**src/rtl/mul_div_seq_pkg.sv**
```systemverilog
// Shared definitions for the multi-cycle multiply/divide sequencer.
//   WORD       : default datapath width
//   md_op_e    : operation encoding presented on the op port
//   md_state_e : sequencer state
package mul_div_seq_pkg;

    localparam int unsigned WORD = 64;

    typedef enum logic [1:0] {
        MD_OP_MUL  = 2'b00,
        MD_OP_SDIV = 2'b01,
        MD_OP_UDIV = 2'b10,
        MD_OP_RSVD = 2'b11
    } md_op_e;

    typedef enum logic [1:0] {
        MD_IDLE,
        MD_CALC,
        MD_FIN
    } md_state_e;

endpackage

```
**src/rtl/mul_div_seq_iter_core.sv**
```systemverilog
// Bit-serial datapath shared by multiply and restoring divide.
//   clk, rst_n : clock, asynchronous active-low reset
//   load       : capture a (shifting operand) and b (multiplicand / divisor)
//   step       : perform one MSB-first iteration
//   is_div     : selects divide iteration and divide result
//   a, b       : operands captured on load
//   value      : product low half (multiply) or quotient (divide)
module md_iter_core #(
    parameter int unsigned WIDTH = 64
) (
    input  logic             clk,
    input  logic             rst_n,
    input  logic             load,
    input  logic             step,
    input  logic             is_div,
    input  logic [WIDTH-1:0] a,
    input  logic [WIDTH-1:0] b,
    output logic [WIDTH-1:0] value
);

    // acc: product accumulator, or (WIDTH+1)-bit partial remainder.
    // opnd: multiplier bits shift out of the top; quotient bits shift in at the bottom.
    logic [WIDTH:0]   acc;
    logic [WIDTH-1:0] opnd;
    logic [WIDTH-1:0] md;

    logic [WIDTH:0]   shifted;
    logic [WIDTH:0]   trial;
    logic [WIDTH-1:0] mul_sum;

    always_comb begin
        shifted = {acc[WIDTH-1:0], opnd[WIDTH-1]};
        trial   = shifted - {1'b0, md};
        // MSB-first shift-add: only the low WIDTH bits are ever needed.
        mul_sum = {acc[WIDTH-2:0], 1'b0} + (opnd[WIDTH-1] ? md : '0);
    end

    always_ff @(posedge clk or negedge rst_n) begin
        if (!rst_n) begin
            acc  <= '0;
            opnd <= '0;
            md   <= '0;
        end else if (load) begin
            acc  <= '0;
            opnd <= a;
            md   <= b;
        end else if (step) begin
            if (is_div) begin
                // Top bit of trial set means borrow: keep the shifted remainder.
                acc  <= trial[WIDTH] ? shifted : trial;
                opnd <= {opnd[WIDTH-2:0], ~trial[WIDTH]};
            end else begin
                acc  <= {1'b0, mul_sum};
                opnd <= {opnd[WIDTH-2:0], 1'b0};
            end
        end
    end

    assign value = is_div ? opnd : acc[WIDTH-1:0];

endmodule

```
**src/rtl/mul_div_seq.sv**
```systemverilog
// Multi-cycle MUL / SDIV / UDIV sequencer with start/busy/done handshake.
//   clk, rst_n  : clock, asynchronous active-low reset
//   start, op   : request and operation (00 MUL, 01 SDIV, 10 UDIV, 11 reserved)
//   a, b        : multiplicand/dividend, multiplier/divisor
//   flush       : synchronous abort of the operation in flight
//   busy        : accepted operation in progress
//   done        : one-cycle pulse, result and div_by_zero valid
//   result      : product low half or quotient (held between operations)
//   div_by_zero : divide issued with b == 0
module mul_div_seq
    import mul_div_seq_pkg::*;
#(
    parameter int unsigned WIDTH = WORD,
    parameter int unsigned CNT_W = 7
) (
    input  logic             clk,
    input  logic             rst_n,
    input  logic             start,
    input  logic [1:0]       op,
    input  logic [WIDTH-1:0] a,
    input  logic [WIDTH-1:0] b,
    input  logic             flush,
    output logic             busy,
    output logic             done,
    output logic [WIDTH-1:0] result,
    output logic             div_by_zero
);

    md_state_e        state;
    md_op_e           op_q;
    md_op_e           op_in;
    logic [CNT_W-1:0] cnt;
    logic             neg_q;
    logic             dz_q;

    logic             accept;
    logic             is_div_in;
    logic             is_div_q;
    logic             dz_in;
    logic [WIDTH-1:0] a_ld;
    logic [WIDTH-1:0] b_ld;
    logic [WIDTH-1:0] core_value;

    always_comb begin
        op_in     = md_op_e'(op);
        is_div_in = (op_in == MD_OP_SDIV) || (op_in == MD_OP_UDIV);
        dz_in     = is_div_in && (b == '0);
        accept    = (state == MD_IDLE) && start && !flush;
        a_ld      = a;
        b_ld      = b;
        if (op_in == MD_OP_SDIV) begin
            // |MIN| wraps to MIN, which is the correct unsigned magnitude.
            a_ld = a[WIDTH-1] ? -a : a;
            b_ld = b[WIDTH-1] ? -b : b;
        end
    end

    assign is_div_q = (op_q == MD_OP_SDIV) || (op_q == MD_OP_UDIV);

    md_iter_core #(
        .WIDTH (WIDTH)
    ) u_core (
        .clk    (clk),
        .rst_n  (rst_n),
        .load   (accept),
        .step   ((state == MD_CALC) && !flush),
        .is_div (is_div_q),
        .a      (a_ld),
        .b      (b_ld),
        .value  (core_value)
    );

    always_ff @(posedge clk or negedge rst_n) begin
        if (!rst_n) begin
            state       <= MD_IDLE;
            busy        <= 1'b0;
            done        <= 1'b0;
            result      <= '0;
            div_by_zero <= 1'b0;
            cnt         <= '0;
            op_q        <= MD_OP_MUL;
            neg_q       <= 1'b0;
            dz_q        <= 1'b0;
        end else begin
            done <= 1'b0;
            if (flush) begin
                // In IDLE this simply blocks a concurrent start.
                state <= MD_IDLE;
                busy  <= 1'b0;
            end else begin
                case (state)
                    MD_IDLE: begin
                        if (start) begin
                            op_q        <= op_in;
                            neg_q       <= (op_in == MD_OP_SDIV) && (a[WIDTH-1] ^ b[WIDTH-1]);
                            dz_q        <= dz_in;
                            div_by_zero <= 1'b0;
                            busy        <= 1'b1;
                            if (dz_in || (op_in == MD_OP_RSVD)) begin
                                state <= MD_FIN;
                            end else begin
                                state <= MD_CALC;
                                cnt   <= CNT_W'(WIDTH - 1);
                            end
                        end
                    end
                    MD_CALC: begin
                        if (cnt == '0) begin
                            state <= MD_FIN;
                        end else begin
                            cnt <= cnt - 1'b1;
                        end
                    end
                    MD_FIN: begin
                        state       <= MD_IDLE;
                        busy        <= 1'b0;
                        done        <= 1'b1;
                        div_by_zero <= dz_q;
                        if (dz_q || (op_q == MD_OP_RSVD)) begin
                            result <= '0;
                        end else begin
                            result <= neg_q ? -core_value : core_value;
                        end
                    end
                    default: begin
                        state <= MD_IDLE;
                        busy  <= 1'b0;
                    end
                endcase
            end
        end
    end

endmodule

```
**config.mk**
```make
export PLATFORM = sky130hd
export DESIGN_NAME = mul_div_seq
export DESIGN_NICKNAME = d
export VERILOG_FILES = /design/src/rtl/mul_div_seq_pkg.sv /design/src/rtl/mul_div_seq_iter_core.sv /design/src/rtl/mul_div_seq.sv
export SDC_FILE = /design/constraint.sdc
export NUM_CORES = 1
export LEC_CHECK = 0
export ABC_AREA = 0
export ABC_CLOCK_PERIOD_IN_PS = 4600
export CORE_ASPECT_RATIO = 0.75
export CORE_UTILIZATION = 29
export CTS_CLUSTER_SIZE = 14
export DETAILED_ROUTE_END_ITERATION = 6
export SLEW_MARGIN = 20
export SYNTH_ARGS = -nofsm -noshare
export SYNTH_HDL_FRONTEND = slang
export SYNTH_SLANG_ARGS = --single-unit
export TNS_END_PERCENT = 5
```
**constraint.sdc**
```tcl
create_clock -name clk -period 4.6 [get_ports clk]
set_input_delay 0.69 -clock clk [delete_from_list [all_inputs] [get_ports clk]]
set_output_delay 0.69 -clock clk [all_outputs]
set_load 0.02 [all_outputs]
```
== Word-level counts from Yosys, hierarchy flattened ==
Cells that the tools add are included.
Storage, ports and cells
  output and inout port bits: 67
  bits of input ports: 134
  register bits: 272
  logic and storage cells: 88
Cells by class
  bitwise logic cells: 3
  equal/unequal tests: 14
  multiplexer cells: 31
  reduce and logical (&&, ||, !) cells: 22
  add/subtract/negate cells: 6
Operators with widths (count)
  two-way mux 64 bit: 14
  negation 64 bit: 3
  subtractor 65 x 64 -> 65 bit: 1
  adder 64 bit: 1
  zero test 64 bit: 1
  two-way mux 7 bit: 3
  case mux 7 bit (2 select lines): 1
  equality test 2 bit, second input constant: 5
  two-way mux 2 bit: 4
  inequality test 2 bit, second input constant: 4
  zero test 7 bit: 1
  subtractor 7 x 1 -> 7 bit, second input constant: 1
  equality test 2 x 1 -> 1 bit, second input constant: 3
  two-way mux 1 bit: 6
  AND reduction 2 bit: 3
  AND reduction 3 bit: 2
  nonzero test 2 bit: 3
  logical AND 1 bit: 5
  AND reduction 5 bit: 1
  logical OR 1 bit: 4
  case mux 1 bit (2 select lines): 2
  case mux 2 bit (2 select lines): 1
  inequality test 3 x 2 -> 1 bit, second input constant: 1
  inequality test 3 bit, second input constant: 1
  other kinds (4): 5

== Depth between registers and ports, before layout ==
Gate-level depths: netlist of the first run.
  depth in word-level cells: 8
  depth in mapped cells: 20
  depth with buffers taken out: 15

== By module ==
A second synthesis of the first run with hierarchy kept.
Unflattened totals
  cell total of the unflattened synthesis: 3140
  area total of the unflattened synthesis: 24631.1 sq um
Modules (own cells, without submodules)
  md_iter_core: area each 17231.5 sq um, cells each 2182, times used 1, sequential area each 4804.6 sq um
  mul_div_seq: area each 7399.6 sq um, cells each 958, times used 1, sequential area each 2001.9 sq um

== Worst setup path before layout of the first run ==
No wires, ideal clock.
  path type: reg2reg
  start: register op_q[0]
  end: register result[50]
  path buffers: 7
  data required time: 4479 ps
  period minus slack after synthesis: 5082 ps
  library setup time: 121 ps
  cell stages (with the launch flop): 20
  path slack: -482 ps
  data arrival time: 4961 ps
  path through: dfrtp_1 ha_1 buf_2 buf_2 buf_2 buf_1 buf_2 buf_2 buf_2 mux2i_1 ha_1 o21ai_0 or3_1 nor4b_2 nand2_1 or2_2 o31ai_1 nand3_1 xnor2_1 a22o_1
On the way
  longest elaborated chain between the ends: 6
  elaborated cells on any way between the ends: 9
  those cells by class: add/sub: 1; eq/ne: 3; mux: 3; reduce/logical: 2
Ends and longest elaborated chain
  from (decl): RTL line mul_div_seq.sv:30  | md_op_e op_q;
  from (signal assigned): RTL line mul_div_seq.sv:94  | op_q <= op_in;
  equality test 2 x 1 -> 1 bit / equality test 2 bit (equally long branches): RTL line mul_div_seq.sv:58  | assign is_div_q = (op_q == MD_OP_SDIV) || (op_q == MD_OP_UDIV);
  logical OR 1 bit: RTL line mul_div_seq.sv:58
  two-way mux 64 bit: RTL line mul_div_seq_iter_core.sv:59  | assign value = is_div ? opnd : acc[WIDTH-1:0];
  negation 64 bit: RTL line mul_div_seq.sv:122  | result <= neg_q ? -core_value : core_value;
  two-way mux 64 bit: RTL line mul_div_seq.sv:122
  two-way mux 64 bit *: RTL line mul_div_seq.sv:119  | if (dz_q || (op_q == MD_OP_RSVD)) begin
  to (signal assigned): RTL line mul_div_seq.sv:122
  to (decl): RTL line mul_div_seq.sv:25  | output logic [WIDTH-1:0] result,
Mark *: on every way between the ends. The rest lies on a longest branch, timed or not.
A chain may end at the register's enable or synchronous reset.

== Worst setup path after layout of the first run ==
  start: register u_core.opnd[63]
  end: register u_core.acc[63]
On the way
  longest elaborated chain between the ends: 5
  elaborated cells on any way between the ends: 7
  those cells by class: add/sub: 2; mux: 5
Ends and longest elaborated chain
  from (decl): RTL line mul_div_seq_iter_core.sv:24  | logic [WIDTH-1:0] opnd;
  from (signal assigned): RTL line mul_div_seq_iter_core.sv:51  | opnd <= {opnd[WIDTH-2:0], ~trial[WIDTH]};
  from (signal assigned): RTL line mul_div_seq_iter_core.sv:54  | opnd <= {opnd[WIDTH-2:0], 1'b0};
  subtractor 65 x 64 -> 65 bit / two-way mux 64 bit (equally long branches): RTL line mul_div_seq_iter_core.sv:33, mul_div_seq_iter_core.sv:35
  two-way mux 64 bit / adder 64 bit (equally long branches): RTL line mul_div_seq_iter_core.sv:50, mul_div_seq_iter_core.sv:35
  two-way mux 64 bit *: RTL line mul_div_seq_iter_core.sv:48  | if (is_div) begin
  two-way mux 64 bit *: RTL line mul_div_seq_iter_core.sv:47  | end else if (step) begin
  two-way mux 64 bit *: RTL line mul_div_seq_iter_core.sv:43  | end else if (load) begin
  to (signal assigned): RTL line mul_div_seq_iter_core.sv:50  | acc <= trial[WIDTH] ? shifted : trial;
  to (signal assigned): RTL line mul_div_seq_iter_core.sv:53  | acc <= {1'b0, mul_sum};
  to (decl): RTL line mul_div_seq_iter_core.sv:23  | logic [WIDTH:0] acc;
Mark *: on every way between the ends. The rest lies on a longest branch, timed or not. The select of a mux whose other input is x is not followed.

==> results of run 1 <==
[metrics by stage]
stage | utilization | std cells | power, uW
after floorplan | - | 2997 | 12100
after global placement | 0.351 | 4335 | 16800
after detailed placement | 0.351 | 4335 | 16800
after CTS | 0.364 | 4391 | 19500
after global routing | 0.364 | 4391 | 20900
final | 0.364 | 4393 | 19600
[state kept, by name, summed over array words and instances, names as in the netlist, 2 cells and up]
register     count
u_core.acc      64
cnt              7
result          64
u_core.md       64
state            2
u_core.opnd     64
op_q             2
[cell families after synthesis]
kind of cell             Yosys count  synth area share
AO/OA/AOI/OAI                    996             0.266
AND/OR/NAND/NOR                  873             0.170
buffers and inverters            300            0.0479
XOR/XNOR                         298             0.109
flip-flops                       272             0.284
adder cells (fa/ha/maj)          137            0.0721
multiplexers                     121            0.0512
[repair_timing]
| item | in CTS | in global routing |
|---|---|---|
| hold buffers | 0 | 0 |
| resized for setup | 0 | 2 |
| endpoints found under the hold margin | 0 | 0 |
| endpoints found under the setup margin | 0 | 2 |
[per-layer routing]
metal,wire length (um),global-route usage,part of all wire
met1,40000,0.282,0.45
met4,2330,0.0516,0.026
met5,31,0,0.00035
met3,5070,0.0303,0.056
met2,42400,0.351,0.47
[final cells by class]
| type | instances | area share |
|---|---|---|
| Inverter | 123 | 0.0157 |
| Clock inverter | 13 | 0.00542 |
| Antenna cell | 2 | 0.000169 |
| Sequential cell | 272 | 0.230 |
| Clock buffer | 43 | 0.0295 |
| Multi-Input combinational cell | 2425 | 0.546 |
| Timing Repair Buffer | 411 | 0.126 |
| Tap cell | 1104 | 0.0467 |
[worst paths after layout]
| kind | slack [ns] | from | endpoint | cells past startpoint |
|---|---|---|---|---|
| worst max-delay path | 0.23 | u_core.opnd[63] | u_core.acc[63] | 18 |
| worst min-delay path | 0.09 | rst_n | u_core.acc[19] | 1 |
| worst max register to register | 0.23 | u_core.opnd[63] | u_core.acc[63] | 18 |
| worst min register to register | 0.48 | u_core.md[3] | u_core.md[3] | 2 |
| max in group asynchronous | 3.38 | rst_n | result[35] | 2 |
| min in group clk | 0.48 | u_core.md[3] | u_core.md[3] | 2 |
[synth_stat cells, drive strengths merged (6+ instances only)]
cell type	instances
o22ai	6
nor4	24
a31oi	24
o31ai	39
xor2	152
a22oi	90
nor3b	10
o21a	21
dfrtp	272
nor2	236
a21o	70
o21bai	18
a21boi	13
a221oi	9
nor3	82
inv	122
and2	19
or3	28
o211ai	18
xnor2	146
nand2b	17
a211oi	15
a21oi	214
a22o	71
o21ai	313
nand4	53
nor2b	14
o221ai	11
clkbuf	145
nand3	45
nand2	304
or4	14
ha	135
buf	32
o41ai	17
or2	8
mux2	15
mux2i	106
[power breakdown]
group	switching (uW)	leakage [uW]	internal [uW]
logic	7260	0.00879	5410
registers	1080	0.00349	3210
clock network	1160	0.000502	1490
[cells in the final DEF, fill, tap and decap left out, types with 15 or more instances in the layout]
master,n
a211oi_1,15
a21o_1,70
a21oi_1,214
a22o_1,71
a22oi_1,90
a31oi_1,24
and2_1,19
buf_4,199
clkbuf_16,31
clkdlybuf4s50_1,199
dfrtp_1,272
ha_1,134
inv_1,122
mux2_2,15
mux2i_1,106
nand2_1,302
nand2b_1,17
nand3_1,45
nand4_1,52
nor2_1,232
nor3_1,80
nor4_1,24
o211ai_1,18
o21a_1,21
o21ai_0,306
o21bai_1,18
o31ai_1,35
or3_1,28
xnor2_1,145
xor2_1,152
==> impl_metrics.tcl, run 1 <==
set metrics [dict create \
    dr.first_iter.drc_count 2055 \
    hp-class "input port to asynchronous set/reset pin" \
    ios 201 \
    synthCells 2997 \
    die_x_um 334 \
    layout.area.seq_sq_mm 0.00681 \
    drcViolationCount 0 \
    coreArea_sq_mm 0.0812 \
    drt_wl_total_um 89800 \
    setup_violations 0 \
    crit_chain "inv_1 > buf_12 > buf_4 > buf_4 > nor2_1 > ha_1 > nand4_1 > or3_1 > or4_1 > o32ai_2 > o21ai_0 > buf_4 > nand4_1 > a41o_1 > nand4_1 > and3_1 > nor3_1 > o31ai_1" \
    cts_root_buf "clkbuf_16" \
    yosysUniqueCellTypes 81 \
    fin_hold_ws_ns 0.0927 \
    vias 23700 \
    rsz0062_at_grt "no" \
    hold_violations 0 \
    grt_max_degree 129 \
    ir_drop_uv 355 \
    dpl_cell_area_sq_mm 0.0285 \
    synthesis.nets 3268 \
    nFillCells 8444 \
    fin_skew_ns 0.0179 \
    path_clk_slew_ns 0.08 \
    cts_tree "yes" \
    dp_hpwl_um 71000 \
    grt_use_total 0.210 \
    drv_cap 0 \
    drive_gt1_frac 0.0958 \
    max-clock-path-buffers 3 \
    die_area_sq_mm 0.0839 \
    synth_ff_type "dfrtp_1" \
    multi_input_area_sq_mm 0.0161 \
    antenna_found_initial 2 \
    slew_headroom 0.415 \
    slew_violations 0 \
    worstPathRequired_ns 5.08 \
    synth_top_area_frac 0.284 \
    cp_top_family "simple AND/OR/NAND/NOR gates" \
    critPathCaptureType "register" \
    tightest_slew_ns 0.875 \
    vias_per_cell 5.40 \
    start_kind "register" \
    postCtsSetupBuffers 0 \
    ant_nets 0 \
    status "finished clean" \
    start_util 0.296 \
    syn_area_sq_mm 0.0240 \
    dp_slack_ns 0.0623 \
    leakage_uw 0.0128 \
    drt-wirelength-per-cell_um 20.4 \
    ys_ff_latch 272 \
    synth-async-reset-ratio 1.00 \
    overflow 0 \
    cts_made_buffers 31 \
    clock.fmax_ghz 0.229 \
    avgSynthCellArea_sq_um 8.01 \
    clkLatencyLatePin_ns 0.62 \
    first_pass_iters 6 \
    cpMaxStageDelayCell "or3_1" \
    grt_pass1_vias 22800 \
    htree_levels 1 \
    path_max_fanout 17 \
    synth_edf_count 0 \
    finalCritPeriodShare 0.950 \
    synthTopCellsByArea "dfrtp_1 (28%), ha_1 (7.0%), o21ai_0 (6.4%)" \
    ys_seq_area_frac 0.284 \
    fin_crit_ns 4.37 \
    yosysTopAreaCell "dfrtp_1" \
    die_h_um 251 \
    power_density_mw_per_mm2 664 \
    grt_pass1_wl_um 137000 \
    crit_type "register to register" \
    final.setup.worst_slack_ns 0.231 \
    worst-path-buf-inv 5 \
    finalNetCount 3535 \
    ys_warn_count 0 \
    row_count 90 \
    port_buffers 200 \
    final.setup.tns_ns 0 \
    numClockSinks 272 \
    fin_area_sq_mm 0.0295 \
    syn_to_final_growth_pct 23.1 \
    cp.arrival_ns 4.85 \
    place_congestion 0.956 \
    cpPeakStageDelay_ns 0.45 \
]
(Power assumes the default switching activity.)
==> inputs of run 2 (changes only) <==
--- a/config.mk
+++ b/config.mk
@@ -6,7 +6,7 @@
 export NUM_CORES = 1
 export LEC_CHECK = 0
 export ABC_AREA = 0
-export ABC_CLOCK_PERIOD_IN_PS = 4600
+export ABC_CLOCK_PERIOD_IN_PS = 3900
 export CORE_ASPECT_RATIO = 0.75
 export CORE_UTILIZATION = 29
 export CTS_CLUSTER_SIZE = 14
==> constraint.sdc (replaced) <==
create_clock -name clk -period 3.9 [get_ports clk]
set_input_delay 0.585 -clock clk [delete_from_list [all_inputs] [get_ports clk]]
set_output_delay 0.585 -clock clk [all_outputs]
set_load 0.02 [all_outputs]
==> run 2 against run 1 <==
  * The run now ends with hold timing left
  * First-iteration DRC count up 4.5%
  * Final cell count up 3.7%
  * Utilization up 2.2 points
  * Die area unchanged
  * Register-to-register slack worse by 0.20 ns
  * Critical path depth up 2
  * Sequential power up 15%
  * Wire length up 0.98%
  * Non-clock buffer count up 167
  * Via count up 2.9%
  * Clock power up 15%
  * Maximum frequency up 13%
==> impl_metrics.tcl, run 2 (same netlist as run 1, synthesis figures left out) <==
set metrics [dict create \
    leakage_uw 0.0137 \
    cts_tree "yes" \
    drv_cap 0 \
    path_clk_slew_ns 0.07 \
    overflow 0 \
    fin_crit_ns 3.87 \
    fin_skew_ns 0.0212 \
    drcViolationCount 0 \
    crit_type "register to register" \
    drt-wirelength-per-cell_um 19.9 \
    grt_use_total 0.209 \
    place_congestion 0.950 \
    setup_violations 0 \
    dr.first_iter.drc_count 2148 \
    fin_util 0.386 \
    ios 201 \
    die_x_um 334 \
    cpMaxStageDelayCell "fa_2" \
    start_kind "register" \
    finalCritPeriodShare 0.992 \
    cp.arrival_ns 4.37 \
    port_buffers 200 \
    clkLatencyLatePin_ns 0.62 \
    first_pass_iters 5 \
    tightest_slew_ns 1.01 \
    cts_root_buf "clkbuf_16" \
    worstSetupStartpoint "u_core.opnd[63]" \
    grt_pass1_vias 23200 \
    die_area_sq_mm 0.0839 \
    antenna_found_initial 2 \
    diodes 0 \
    grt_max_degree 125 \
    vias_per_cell 5.36 \
    drt_wl_total_um 90700 \
    worstPathRequired_ns 4.40 \
    drive_gt1_frac 0.159 \
    hold_violations 3 \
    vias 24400 \
    ctsHoldBuffers 0 \
    coreArea_sq_mm 0.0812 \
    violations "hold timing" \
    path_max_fanout 15 \
    start_util 0.296 \
    crit_chain "inv_2 > buf_12 > ha_1 > fa_2 > nor2b_4 > o2111ai_4 > a21o_1 > a21oi_2 > buf_4 > o211ai_1 > a21oi_1 > buf_4 > a21oi_2 > xnor2_2 > buf_12 > buf_12 > buf_4 > mux2i_1 > o21ai_0 > a22o_1" \
    clock.fmax_ghz 0.258 \
    cp_top_family "compound AO/OA/AOI/OAI gates" \
    slew_headroom 0.327 \
    htree_levels 1 \
    status "finished with violations" \
    grt_pass1_wl_um 138000 \
    dp_hpwl_um 70900 \
    ant_nets 0 \
    power_density_mw_per_mm2 776 \
    fin_hold_ws_ns -0.00565 \
    layout_commonest_cell "buf_4" \
    max-clock-path-buffers 3 \
    finalNetCount 3701 \
    syn_to_final_growth_pct 30.4 \
    rsz0062_at_grt "yes" \
    ir_drop_uv 382 \
    die_h_um 251 \
    regToRegStartpoint "u_core.opnd[63]" \
    numClockSinks 272 \
    layout_common_cells "buf_4 (353), nand2_1 (300), o21ai_0 (292)" \
    hp-class "input port to asynchronous set/reset pin" \
    slew_violations 0 \
    cpPeakStageDelay_ns 0.38 \
    critPathCaptureType "register" \
    worst-path-buf-inv 7 \
    cts_made_buffers 30 \
    row_count 90 \
]
run 2: changes by cell type in the layout (fill, tap and decap cells not counted), moves of 9 or more:
cell,change
buf_4,+154
o21ai_0,-14
o21ai_1,+11
a21oi_1,-10
a21oi_2,+9
run 2: final cells by class:
cell class              instances  area (sq um)
inverters                     123           463
well taps                    1104          1380
multi-input cells            2425         16500
clock inverters                18           184
clock buffers                  36           825
flip-flops and latches        272          6810
fillers                      8391         49900
repair buffers                578          5130
run 2: metrics by stage:
stage | power, uW | TNS (ns) | instance area (sq um) | std cells | setup WS [ns]
finish | 24300 | 0 | 31300 | 4556 | 0.0306
global route | 25900 | -1.26 | 31300 | 4556 | -0.135
floorplan | 14300 | -0.956 | 24100 | 2997 | -0.193
global placement | 20300 | -3.06 | 29600 | 4483 | -0.443
CTS | 23900 | -0.00448 | 30900 | 4548 | -0.00448
detailed placement | 20300 | -5.75 | 29600 | 4483 | -0.449
run 2: timing repair:
item,CTS,global route
gates cloned,2,2
pin swaps,13,31
buffers inserted,9,6
endpoints found under the setup margin,62,83
endpoints found under the hold margin,0,0
gates resized for setup,34,71
run 2: layer usage:
metal  wire length [um]  GRT usage
met2              42400      0.347
met3               5090     0.0298
met1              41100      0.285
met4               2110     0.0460
met5                 13          0
run 2: final timing paths:
check | end | slack [ns] | cells after the start
max | u_core.acc[3] | 0.03 | 20
min | u_core.md[8] | -0.006 | 1
max reg2reg | u_core.acc[3] | 0.03 | 20
min reg2reg | u_core.md[28] | 0.48 | 2
max in group asynchronous | result[53] | 2.83 | 2
min in group clk | u_core.md[28] | 0.48 | 2
run 2: worst reg2reg max path: stages (launching register included):
cell and delay (ns):
dfrtp_1 0.37, inv_2 0.05, buf_12 0.14, ha_1 0.21, fa_2 0.38, nor2b_4 0.17
o2111ai_4 0.14, a21o_1 0.21, a21oi_2 0.17, buf_4 0.14, o211ai_1 0.15, a21oi_1 0.19
buf_4 0.17, a21oi_2 0.08, xnor2_2 0.17, buf_12 0.16, buf_12 0.18, buf_4 0.20
mux2i_1 0.18, o21ai_0 0.09, a22o_1 0.19
run 2: power breakdown:
part	internal, uW	switching [uW]	leakage, uW	total (uW)
Combinational	7260	9060	0.00977	16300
Clock	1660	1380	0.000484	3040
Sequential	3790	1140	0.00349	4930
